[src/rtl/stream_exerciser.sv]
// Stream exerciser: drives an incrementing word sequence into a stage under test and
// checks that the stage's output equals each input word plus INC. Bubbles, stalls and a watchdog are included.
module stream_exerciser #(
    parameter int unsigned COUNT   = 256,
    parameter logic [31:0] INC     = 32'd1,
    parameter logic [15:0] SEED    = 16'hACE1,
    parameter int unsigned TIMEOUT = 1024
) (
    input  logic        clk,
    input  logic        rst_n,
    input  logic        start,
    input  logic        gap_en,
    input  logic        stall_en,
    input  logic [31:0] base,
    output logic        tx_val,
    output logic [31:0] tx_data,
    input  logic        tx_rdy,
    input  logic        rx_val,
    input  logic [31:0] rx_data,
    output logic        rx_rdy,
    output logic        busy,
    output logic        done,
    output logic        pass,
    output logic        timeout,
    output logic [15:0] err_cnt,
    output logic [15:0] rx_cnt
);

    localparam logic [1:0] S_IDLE  = 2'd0;
    localparam logic [1:0] S_RUN   = 2'd1;
    localparam logic [1:0] S_DRAIN = 2'd2;
    localparam logic [1:0] S_DONE  = 2'd3;

    localparam int          WD_W      = $clog2(TIMEOUT + 1);
    localparam logic [15:0] COUNT_C   = 16'(COUNT);
    localparam logic [WD_W-1:0] TIMEOUT_C = WD_W'(TIMEOUT);

    logic [1:0]      state_q,   state_d;
    logic            tx_val_q,  tx_val_d;
    logic [31:0]     tx_data_q, tx_data_d;
    logic [15:0]     tx_cnt_q,  tx_cnt_d;
    logic [15:0]     rx_cnt_q,  rx_cnt_d;
    logic [15:0]     err_cnt_q, err_cnt_d;
    logic [31:0]     exp_q,     exp_d;
    logic [15:0]     lfsr_q,    lfsr_d;
    logic [WD_W-1:0] wd_q,      wd_d;
    logic            timeout_q, timeout_d;
    logic            rx_rdy_q,  rx_rdy_d;

    logic tx_fire, rx_fire, active, start_ok, lfsr_fb;

    assign tx_fire  = tx_val_q && tx_rdy;
    assign rx_fire  = rx_val && rx_rdy_q;
    assign active   = (state_q == S_RUN) || (state_q == S_DRAIN);
    assign start_ok = start && ((state_q == S_IDLE) || (state_q == S_DONE));
    assign lfsr_fb  = lfsr_q[15] ^ lfsr_q[13] ^ lfsr_q[12] ^ lfsr_q[10];

    always_comb begin
        // NOTE: every next-state variable takes its held value first, so no path infers a latch.
        state_d   = state_q;
        tx_val_d  = tx_val_q;
        tx_data_d = tx_data_q;
        tx_cnt_d  = tx_cnt_q;
        rx_cnt_d  = rx_cnt_q;
        err_cnt_d = err_cnt_q;
        exp_d     = exp_q;
        lfsr_d    = lfsr_q;
        wd_d      = wd_q;
        timeout_d = timeout_q;

        if (start_ok) begin
            state_d   = S_RUN;
            tx_val_d  = 1'b0;
            tx_data_d = base;
            tx_cnt_d  = '0;
            rx_cnt_d  = '0;
            err_cnt_d = '0;
            exp_d     = base + INC;
            lfsr_d    = SEED;
            wd_d      = '0;
            timeout_d = 1'b0;
        end else if (active) begin
            lfsr_d = {lfsr_q[14:0], lfsr_fb};
            if (rx_fire) begin
                rx_cnt_d = rx_cnt_q + 16'd1;
                exp_d    = exp_q + 32'd1;
                if (rx_data != exp_q && err_cnt_q != 16'hFFFF)
                    err_cnt_d = err_cnt_q + 16'd1;
            end
            if (tx_fire) begin
                tx_data_d = tx_data_q + 32'd1;
                tx_cnt_d  = tx_cnt_q + 16'd1;
            end
            if (state_q == S_RUN) begin
                if (tx_fire && tx_cnt_d == COUNT_C) begin
                    state_d  = S_DRAIN;
                    tx_val_d = 1'b0;
                end else if (!tx_val_q || tx_fire) begin
                    tx_val_d = !(gap_en && lfsr_q[0]);
                end
            end else if (rx_cnt_d == COUNT_C) begin
                state_d = S_DONE;
            end
            wd_d = (tx_fire || rx_fire) ? '0 : wd_q + WD_W'(1);
            if (wd_d == TIMEOUT_C) begin
                timeout_d = 1'b1;
                state_d   = S_DONE;
                tx_val_d  = 1'b0;
            end
        end

        // Sink readiness is closed once the last expected word has been counted.
        rx_rdy_d = ((state_d == S_RUN) || (state_d == S_DRAIN)) && (rx_cnt_d != COUNT_C)
                   && !(stall_en && lfsr_d[1]);
    end

    always_ff @(posedge clk) begin
        // NOTE: state registers use non-blocking assignments so all flops update from pre-edge values.
        if (!rst_n) begin
            state_q   <= S_IDLE;
            tx_val_q  <= 1'b0;
            tx_data_q <= '0;
            tx_cnt_q  <= '0;
            rx_cnt_q  <= '0;
            err_cnt_q <= '0;
            exp_q     <= '0;
            lfsr_q    <= SEED;
            wd_q      <= '0;
            timeout_q <= 1'b0;
            rx_rdy_q  <= 1'b0;
        end else begin
            state_q   <= state_d;
            tx_val_q  <= tx_val_d;
            tx_data_q <= tx_data_d;
            tx_cnt_q  <= tx_cnt_d;
            rx_cnt_q  <= rx_cnt_d;
            err_cnt_q <= err_cnt_d;
            exp_q     <= exp_d;
            lfsr_q    <= lfsr_d;
            wd_q      <= wd_d;
            timeout_q <= timeout_d;
            rx_rdy_q  <= rx_rdy_d;
        end
    end

    assign tx_val  = tx_val_q;
    assign tx_data = tx_data_q;
    assign rx_rdy  = rx_rdy_q;
    assign busy    = active;
    assign done    = (state_q == S_DONE);
    assign timeout = timeout_q;
    assign err_cnt = err_cnt_q;
    assign rx_cnt  = rx_cnt_q;
    assign pass    = done && (err_cnt_q == 16'd0) && (rx_cnt_q == COUNT_C) && !timeout_q;

endmodule

[config.mk]
export PLATFORM = sky130hd
export DESIGN_NAME = stream_exerciser
export DESIGN_NICKNAME = d
export VERILOG_FILES = /design/src/rtl/stream_exerciser.sv
export SDC_FILE = /design/constraint.sdc
export NUM_CORES = 1
export LEC_CHECK = 0
export BUFFER_PORTS_ARGS = -buffer_cell sky130_fd_sc_hd__clkbuf_2
export CAP_MARGIN = 20
export CORE_AREA = 10 10 123 147
export CTS_BUF_LIST = sky130_fd_sc_hd__clkbuf_8
export DETAILED_ROUTE_END_ITERATION = 7
export DIE_AREA = 0 0 133 157
export PLACE_DENSITY = 0.83
export REMOVE_ABC_BUFFERS = 1
export SYNTH_ARGS = -nofsm -noshare
export SYNTH_HDL_FRONTEND = slang
export SYNTH_SLANG_ARGS = --single-unit
[constraint.sdc]
create_clock -name clk -period 7.23 [get_ports clk]
set_input_delay 1.446 -clock clk [delete_from_list [all_inputs] [get_ports clk]]
set_output_delay 1.446 -clock clk [all_outputs]
set_load 0.01 [all_outputs]
==> metrics.yaml, run 1 <==
fin_worst_skew_ps: 14.6
grt_usage_pct: 23.2
ys_types: 74
cts_hold_buf: 0
ff2ff_setup_slack_ps: 2690
synth_edf_count: 0
post-route-period-util_pct: 62.8
status: "completed"
path_common_cell: "nand2_1"
place_inst: 1438
synthesis.instances: 1153
cp.required_ps: 7540
drc: 0
final_cells: 1470
hold_class: "register to register"
cts.repair.resized: 0
nNetsFinal: 1330
routed_via_density: 5.98
antenna_cells: 0
whs_ps: 475
num_io_pins: 141
critPathSlowestCell: "and2_1"
core_area_sq_um: 15300
yosysTopAreaCellShare_pct: 32.2
fin_util_pct: 66.4
critPathArrivalTime_ps: 4850
detailedPlace.worstSlack_ps: 2560
start_util_pct: 58.5
cellPowerDensity_nw_per_um2: 287
drtIter0Drc: 803
ant_nets: 0
slew_violations: 0
yosys.area.top_type: "dfxtp_1"
crit_path_start: "state_q[1]$_SDFF_PN0_"
max_slew.worst_pin.slew_ps: 1010
yosys_register_bits: 144
cp-start-kind: "register"
drt_wl_total_um: 24800
rsz0062_at_grt: "false"
cts_setup_buffers: 0
antenna_found_initial: 0
path_class: "register to register"
max-cap-violations: 0
syn_area_sq_um: 8970
cp_max_fo: 46
syn_avg_cell_area_sq_um: 7.78
row_count: 50
power_mw: 2.92
clockRootBuffer: "clkbuf_8"
cts.sinks: 144
setup_violations: 0
synth.area.top_cells: "dfxtp_1 32%, xnor2_1 9.2%, xor2_1 5.9%"
hold_viol: 0
finish.instance_area_sq_um: 10200
peakVddDrop_uv: 156
dr.pass1.iters: 5
cp_top_family: "simple AND/OR/NAND/NOR gates"
cts_tree: "yes"
dieArea_sq_um: 20900
drive_gt1_share_pct: 16.5
clock.fmax_mhz: 220
die_h_um: 157
relSlewSlack_pct: 32.3
detail_route.wl_per_cell_um: 16.9
holdCritStartpoint: "lfsr_q[4]$_SDFFE_PP0N_"
fin_tns_setup_ps: 0
ys_seq_area_share_pct: 32.2
r2r_end: "exp_q[30]$_SDFFE_PN0P_"
htreeDepth: 4
cp_slowest_stage_delay_ps: 900
crit_buf_inv: 2
synth-main-ff-cell: "dfxtp_1"
grt_start_max_net_pins: 57
gp_congestion: 0.928
gr-total-overflow: 0
syn_to_final_growth_pct: 13.5
min_period_ps: 4540
holdPathEnd: "lfsr_q[5]$_SDFFE_PP1N_"
yosys_warnings: 0
async_flop_share_pct: 0
min_path_cells: 2
hpwl_um: 18200
die_x_um: 133
rr_worst_depth: 13
grt_pass1_wl_um: 40900
grt_pass1_vias: 8387
io_buffers: 140
postPlaceCellArea_sq_um: 9700
setup_ws_ps: 2690
path_cells: "inv_1 > ha_2 > buf_4 > and2_1 > nand2_1 > nand2_1 > ha_1 > nand2_1 > nor3_4 > and3_1 > nand3_1 > o211ai_1 > a31oi_1"
clk_pin_slew_ps: 90
vias: 8795
cts_inserted_buffers: 17
rr_startpoint: "state_q[1]$_SDFF_PN0_"
cts_buffer_depth: 2
end_kind: "register"
clk_latency_ps: 460
p_leak_nw: 3.77
-- synth_stat cells (all sizes together), types with 5 or more instances --
| cell | instances |
|---|---|
| nor3 | 31 |
| buf | 24 |
| inv | 19 |
| clkbuf | 47 |
| o211ai | 5 |
| and4 | 5 |
| xor2 | 60 |
| nand4 | 42 |
| a211oi | 38 |
| nor2 | 129 |
| and3 | 26 |
| nand3b | 5 |
| nand3 | 65 |
| a31oi | 8 |
| xnor2 | 94 |
| and2 | 11 |
| ha | 10 |
| o22ai | 5 |
| mux2i | 24 |
| nand2 | 127 |
| dfxtp | 144 |
| o21ai | 56 |
| nor4 | 18 |
| a21oi | 61 |
| a22oi | 7 |
| or3 | 24 |
-- state kept, by name (all words and copies together), names as in the netlist, 2 cells and up --
register	flops
state_q	2
tx_data	32
lfsr_q	16
exp_q	32
err_cnt	16
wd_q	11
tx_cnt_q	16
rx_cnt	16
-- layer usage --
| layer | global-route usage, % | vias up | share of wire (%) |
|---|---|---|---|
| li1 | - | 4291 | - |
| met1 | 27.5 | 4089 | 41 |
| met2 | 38.7 | 361 | 48 |
| met3 | 6.47 | 54 | 8.1 |
| met4 | 9.50 | 0 | 2.8 |
| met5 | 0 | - | 0 |
-- worst register-to-register path, cell delays in order (launching register included) --
cell and delay, ps:
dfxtp_1 420, inv_1 100, ha_2 520, buf_4 550, and2_1 910, nand2_1 210
nand2_1 120, ha_1 280, nand2_1 210, nor3_4 400, and3_1 280, nand3_1 110
o211ai_1 170, a31oi_1 110
-- where the power goes --
group	total, mW	internal, mW	switching [mW]	leakage (nW)
Sequential	1.12	0.937	0.185	1.18
Combinational	1.03	0.404	0.629	2.36
Clock	0.766	0.427	0.339	0.237
Total	2.92	1.77	1.15	3.77
-- cell type report --
type / instances / area [sq um]
clock buffer: 18 / 248
clock inverter: 14 / 226
inverter: 20 / 75.1
fill: 1313 / 5150
tap: 208 / 260
timing repair buffer: 148 / 761
multi-input combinational: 918 / 5720
sequential: 144 / 2880
-- cells in the final DEF, fill, tap and decap left out, types with 16 or more instances in the layout --
cell | Yosys | final
mux2i_1 | 23 | 23
nor4_1 | 16 | 16
or3_1 | 24 | 24
o21ai_0 | 53 | 53
xor2_1 | 60 | 60
a21oi_1 | 61 | 61
nand2_1 | 127 | 125
a211oi_1 | 38 | 38
and3_1 | 26 | 26
inv_1 | 19 | 19
nor2_1 | 129 | 129
xnor2_1 | 94 | 94
clkbuf_2 | 0 | 140
clkbuf_8 | 0 | 18
nand3_1 | 65 | 65
dfxtp_1 | 144 | 144
nor3_1 | 26 | 26
nand4_1 | 39 | 39
-- cells by family after synthesis --
| group | Yosys count | share of synthesized area [%] |
|---|---|---|
| DFF | 144 | 32.2 |
| adders and majority gates | 10 | 1.40 |
| xor gates and xnor gates | 154 | 15.0 |
| AOI/OAI and AO/OA | 220 | 15.7 |
| buffers and inverters | 91 | 4.14 |
| muxes | 26 | 2.97 |
| and+or+nand+nor | 508 | 28.6 |
-- how the worst max path moves through the flow --
stage                               end  slack [ps]  cells past startpoint
2_1_floorplan  tx_data[31]$_SDFFE_PN0P_        1780                      5
3_3_place_gp     exp_q[28]$_SDFFE_PN0P_        2690                     11
3_5_place_dp     exp_q[28]$_SDFFE_PN0P_        2560                     11
4_1_cts          exp_q[28]$_SDFFE_PN0P_        2790                     13
5_1_grt          exp_q[22]$_SDFFE_PN0P_        2290                     13
6_report         exp_q[30]$_SDFFE_PN0P_        2690                     13
(Power assumes the default switching activity.)
==> run 2: changes to the inputs <==
- ABC_AREA: not set -> 1
- CORE_AREA: 10 10 123 147 -> 10 10 131 157
- DIE_AREA: 0 0 133 157 -> 0 0 141 167
- PLACE_DENSITY: 0.83 -> 0.78
- clock period: 7.23 -> 4 ns (I/O delays scaled with it)
==> metrics.yaml, run 2 <==
status: "completed"
async_flop_share_pct: 0  # unchanged
detail_route.wl_per_cell_um: 15.6  # -7.5%
row_count: 53  # +6.0%
grt_start_max_net_pins: 48  # -16%
hold_class: "register to register"
nNetsFinal: 1670  # +26%
die_x_um: 141  # +6.0%
num_io_pins: 141  # unchanged
antenna_found_initial: 1  # +1
gr-total-overflow: 0  # unchanged
cp.required_ps: 3200  # -4340 ps
hpwl_um: 21900  # +21%
yosys_register_bits: 144  # unchanged
syn_avg_cell_area_sq_um: 6.30  # -19%
syn_to_final_growth_pct: 13.1
synth_edf_count: 0  # unchanged
clk_pin_slew_ps: 80  # about the same
cts.sinks: 144  # unchanged
syn_area_sq_um: 9240  # +3.0%
cts_buffer_depth: 2  # unchanged
synth.area.top_cells: "dfxtp_1 31%, nand2_1 16%, inv_1 6.7%"
hold_viol: 0  # unchanged
layout_commonest_cell: "nand2_1"
ant_nets: 0  # unchanged
ys_types: 48  # -35%
dr.pass1.iters: 5  # unchanged
io_buffers: 140  # unchanged
routed_via_density: 5.52  # -7.8%
peakVddDrop_uv: 340  # +120%
rsz0062_at_grt: "false"
cts_tree: "yes"
internal_power_mw: 3.29  # +86%
cts_setup_buffers: 0  # unchanged
yosys-top-cells-count: "401 x nand2_1, 164 x inv_1, 144 x dfxtp_1"
synth.most_common_cell: "nand2_1"
p_seq_share_pct: 35.5  # -2.9 points
max_slew.worst_pin.slew_ps: 1040  # +24.9 ps
gp_congestion: 1.03  # +11%
ys_seq_area_share_pct: 31.2  # -0.95 points
yosys.area.top_type: "dfxtp_1"
power_mw: 6.38  # +120%
fin_worst_skew_ps: 17.7  # +3.03 ps
synthesis.instances: 1466  # +27%
synth-main-ff-cell: "dfxtp_1"
max-cap-violations: 0  # unchanged
cellPowerDensity_nw_per_um2: 610  # +110%
cp_max_fo: 47  # +2.2%
min_period_ps: 3130
dieArea_sq_um: 23500  # +13%
vias: 10100  # +14%
die_h_um: 167  # +6.4%
drive_gt1_share_pct: 14.6  # -1.9 points
core_area_sq_um: 17400  # +13%
final_cell_mix: "401 x nand2_1, 164 x inv_1, 144 x dfxtp_1, 143 x nor2_1, 140 x clkbuf_2"
end_kind: "output port"
drt_wl_total_um: 28500  # +15%
drc: 0  # unchanged
final_cells: 1822  # +24%
grt_usage_pct: 23.6  # +0.38 points
p_leak_nw: 4.47  # +18%
grt_pass1_wl_um: 46300  # +13%
cp-start-kind: "register"
swShare_pct: 48.4  # +9.0 points
yosys_warnings: 0  # unchanged
post-route-period-util_pct: 78.2
critPathArrivalTime_ps: 2330  # -2520 ps
switching_power_mw: 3.09  # +170%
relSlewSlack_pct: 30.8  # -1.5 points
cts_inserted_buffers: 17  # unchanged
cts_hold_buf: 0  # unchanged
grt_pass1_vias: 9624  # +15%
drtIter0Drc: 828  # +3.1%
clkPwrFrac_pct: 16.6  # -9.6 points
clockRootBuffer: "clkbuf_8"
fin_tns_setup_ps: 0  # unchanged
path_class: "register to output port"
place_inst: 1790  # +24%
htreeDepth: 4  # unchanged
yosysTopAreaCellShare_pct: 31.2  # -0.95 points
clock.fmax_mhz: 320
slew_violations: 0  # unchanged
p_comb_share_pct: 47.9  # +13 points
clk_latency_ps: 470  # about the same
start_util_pct: 53.2  # -5.3 points
setup_violations: 0  # unchanged
cts.repair.resized: 0  # unchanged
## run 2: logic make-up after synthesis
logic type | count (synthesis) | share of synthesized area, %
AO/OA/AOI/OAI | 267 | 16.4
XOR/XNOR | 72 | 6.83
adder cells (fa/ha/maj) | 10 | 1.35
buffers and inverters | 226 | 9.64
flip-flops | 144 | 31.2
AND/OR/NAND/NOR | 747 | 34.6
## run 2: power groups by stage
stage               clock network (mW)  registers (mW)  logic, mW
finish                            1.06            2.26       3.06
global route                      1.13            2.32       3.43
detailed placement                   0            2.29       3.04
CTS                               1.06            2.26       3.05
global placement                     0            2.28       2.99
floorplan                            0            2.23       2.06
## run 2: layer usage
metal,part of all wire [%],up-vias,GRT usage [%]
met5,0,-,0
met4,4.3,0,12.0
met3,6.4,79,5.63
met2,50,376,41.3
met1,39,4548,25.7
li1,-,5051,-
## run 2: area by class of cell
type / instances / area [sq um]
diodes: 1 / 2.50
fillers: 1736 / 6930
well taps: 220 / 275
inverters: 175 / 659
clock inverters: 12 / 88.8
flip-flops and latches: 144 / 2880
multi-input cells: 1096 / 5470
repair buffers: 155 / 813
clock buffers: 19 / 262
## run 2: path summary, 6_finish.rpt
kind                                    to  depth (start not counted)                    start  slack (ps)
setup / recovery                      busy                          6    state_q[1]$_SDFF_PN0_         870
hold / removal     lfsr_q[12]$_SDFFE_PP0N_                          2  lfsr_q[11]$_SDFFE_PP1N_         460
setup reg to reg  tx_data[20]$_SDFFE_PN0P_                         10    state_q[1]$_SDFF_PN0_         920
hold reg to reg    lfsr_q[12]$_SDFFE_PP0N_                          2  lfsr_q[11]$_SDFFE_PP1N_         460
## run 2: metrics by stage
step | hold WS, ps | utilization (%) | cell area (sq um) | setup slack [ps]
2_1_floorplan | 441 | - | 9010 | 68.3
3_3_place_gp | 449 | 58.1 | 10100 | 857
3_5_place_dp | 454 | 58.1 | 10100 | 756
4_1_cts | 466 | 60.1 | 10400 | 866
5_1_grt | 485 | 60.1 | 10400 | 675
6_report | 464 | 60.1 | 10400 | 873
## run 2: critical path, cell delays in order (launching register included)
cell	delay, ps
dfxtp_1	380
inv_1	70
ha_1	300
buf_4	280
inv_2	200
buf_4	410
clkbuf_2	210
==> run 3: changes to the inputs <==
- clock period: 4 -> 2.8 ns (I/O delays scaled with it)
==> metrics.yaml, run 3 (synthesis results as in run 2) <==
cp.required_ps: 3190  # about the same
hold_viol: 0  # unchanged
end_kind: "register"
die_x_um: 141  # unchanged
critPathArrivalTime_ps: 3100  # +770 ps
p_leak_nw: 4.70  # +5.3%
drtIter0Drc: 977  # +18%
rr_worst_depth: 16  # +6
cp-start-kind: "register"
peakVddDrop_uv: 688  # +100%
ant_nets: 0  # unchanged
syn_to_final_growth_pct: 18.0
gr-total-overflow: 0  # unchanged
grt_pass1_vias: 9852  # +2.4%
gp_congestion: 1.04  # +1.3%
finish.instance_area_sq_um: 10900  # +4.3%
max-cap-violations: 0  # unchanged
slew_violations: 0  # unchanged
cts_tree: "yes"
detailedPlace.worstSlack_ps: 115  # -641 ps
setup_violations: 0  # unchanged
rsz0062_at_grt: "true"
path_cells: "inv_1 > ha_1 > nand2_2 > inv_6 > buf_12 > nand2_2 > o21ai_4 > nand3_2 > nor2_4 > buf_4 > inv_1 > nor3_2 > nand2_1 > xnor2_1 > nand2_1 > a21oi_1"
register_area_sq_um: 2880  # about the same
num_io_pins: 141  # unchanged
status: "completed"
cp_top_family: "simple AND/OR/NAND/NOR gates"
fin_worst_skew_ps: 14.7  # -2.98 ps
row_count: 53  # unchanged
routed_via_density: 5.55  # +0.57%
max_slew.worst_pin.slew_ps: 532  # -506 ps
grt_pass1_wl_um: 47500  # +2.7%
start_util_pct: 53.2  # unchanged
drive_gt1_share_pct: 17.3  # +2.7 points
cts_inserted_buffers: 17  # unchanged
power_mw: 9.71  # +52%
nNetsFinal: 1706  # +2.2%
final_cell_mix: "398 x nand2_1, 165 x inv_1, 143 x dfxtp_1, 140 x clkbuf_2, 137 x nor2_1"
whs_ps: 369  # -94.9 ps
hold_class: "input port to register"
grt_start_max_net_pins: 54  # +13%
cts.sinks: 144  # unchanged
n_fill_cell: 1673  # -3.6%
cts_buffer_depth: 2  # unchanged
min_path_cells: 3  # +1
path_depth: 16  # +10
io_buffers: 140  # unchanged
cellPowerDensity_nw_per_um2: 891  # +46%
post-route-period-util_pct: 96.7
fin_tns_setup_ps: 0  # unchanged
drt_wl_total_um: 29500  # +3.7%
setup_ws_ps: 92.0  # -781 ps
path_class: "register to register"
min_period_ps: 2710
final_cells: 1858  # +2.0%
detail_route.wl_per_cell_um: 15.9  # +1.7%
vias: 10300  # +2.6%
dieArea_sq_um: 23500  # unchanged
postPlaceCellArea_sq_um: 10400  # +2.9%
clock.fmax_mhz: 369
clk_pin_slew_ps: 90  # about the same
fin_util_pct: 62.7  # +2.6 points
critPathSlowestCell: "dfxtp_2"
core_area_sq_um: 17400  # unchanged
clockRootBuffer: "clkbuf_8"
place_inst: 1826  # +2.0%
htreeDepth: 4  # unchanged
die_h_um: 167  # unchanged
cp_max_fo: 21  # -55%
crit_buf_inv: 5  # unchanged
clk_latency_ps: 460  # about the same
drc: 0  # unchanged
dr.pass1.iters: 5  # unchanged
layout_commonest_cell: "nand2_1"
grt_usage_pct: 24.2  # +0.61 points
antenna_cells: 0  # -1
relSlewSlack_pct: 64.6  # +34 points
antenna_found_initial: 0  # -1
cp_slowest_stage_delay_ps: 350  # -60 ps
multi_input_area_sq_um: 5550  # +1.5%
hpwl_um: 22600  # +2.8%
[run 3: cell types whose count changed in the layout (fill, tap and decap cells not counted), sizes merged]
cell | previous run | this run
buf | 15 | 51
diode | 1 | 0
bufinv | 0 | 3
inv | 173 | 176
clkinvlp | 7 | 4
clkbuf | 159 | 157
[run 3: what timing repair did]
| action | in CTS | in global routing |
|---|---|---|
| setup buffers | 0 | 0 |
| hold buffers | 0 | 0 |
| setup endpoints to repair | 0 | 25 |
| hold endpoints to repair | 0 | 0 |
| gates resized for setup | 0 | 23 |
[run 3: path summary, 6_finish.rpt]
path | startpoint | end | slack [ps]
setup / recovery | state_q[1]$_SDFF_PN0_ | exp_q[31]$_SDFFE_PN0P_ | 90
hold / removal | base[1] | tx_data[1]$_SDFFE_PN0P_ | 370
hold reg to reg | lfsr_q[14]$_SDFFE_PP0N_ | lfsr_q[14]$_SDFFE_PP0N_ | 470
setup reg to reg | state_q[1]$_SDFF_PN0_ | exp_q[31]$_SDFFE_PN0P_ | 90
[run 3: worst reg2reg max path: stages, from the launching register on]
cell,delay [ps]
dfxtp_2,350
inv_1,60
ha_1,310
nand2_2,120
inv_6,130
buf_12,180
nand2_2,100
o21ai_4,110
nand3_2,150
nor2_4,170
buf_4,140
inv_1,50
nor3_2,300
nand2_1,120
xnor2_1,150
nand2_1,60
a21oi_1,140
[run 3: area by class of cell]
class	count	share of cell area (%)
Clock buffer	17	2.15
Clock inverter	15	1.70
Inverter	175	6.07
Multi-Input combinational cell	1096	50.9
Sequential cell	144	26.5
Tap cell	220	2.53
Timing Repair Buffer	191	10.2
[run 3: metal layers]
metal	part of all wire (%)	wire length (um)	global-route usage, %
met5	0	0	0
met4	4.5	1320	12.7
met3	7.2	2130	5.38
met2	50	14700	42.1
met1	38	11400	26.7
[run 3: power by group]
group          internal (mW)  total [mW]  switching, mW
Clock                  0.890        1.78          0.885
Combinational           1.63        4.71           3.08
Sequential              2.62        3.22          0.605
Total                   5.14        9.71           4.57
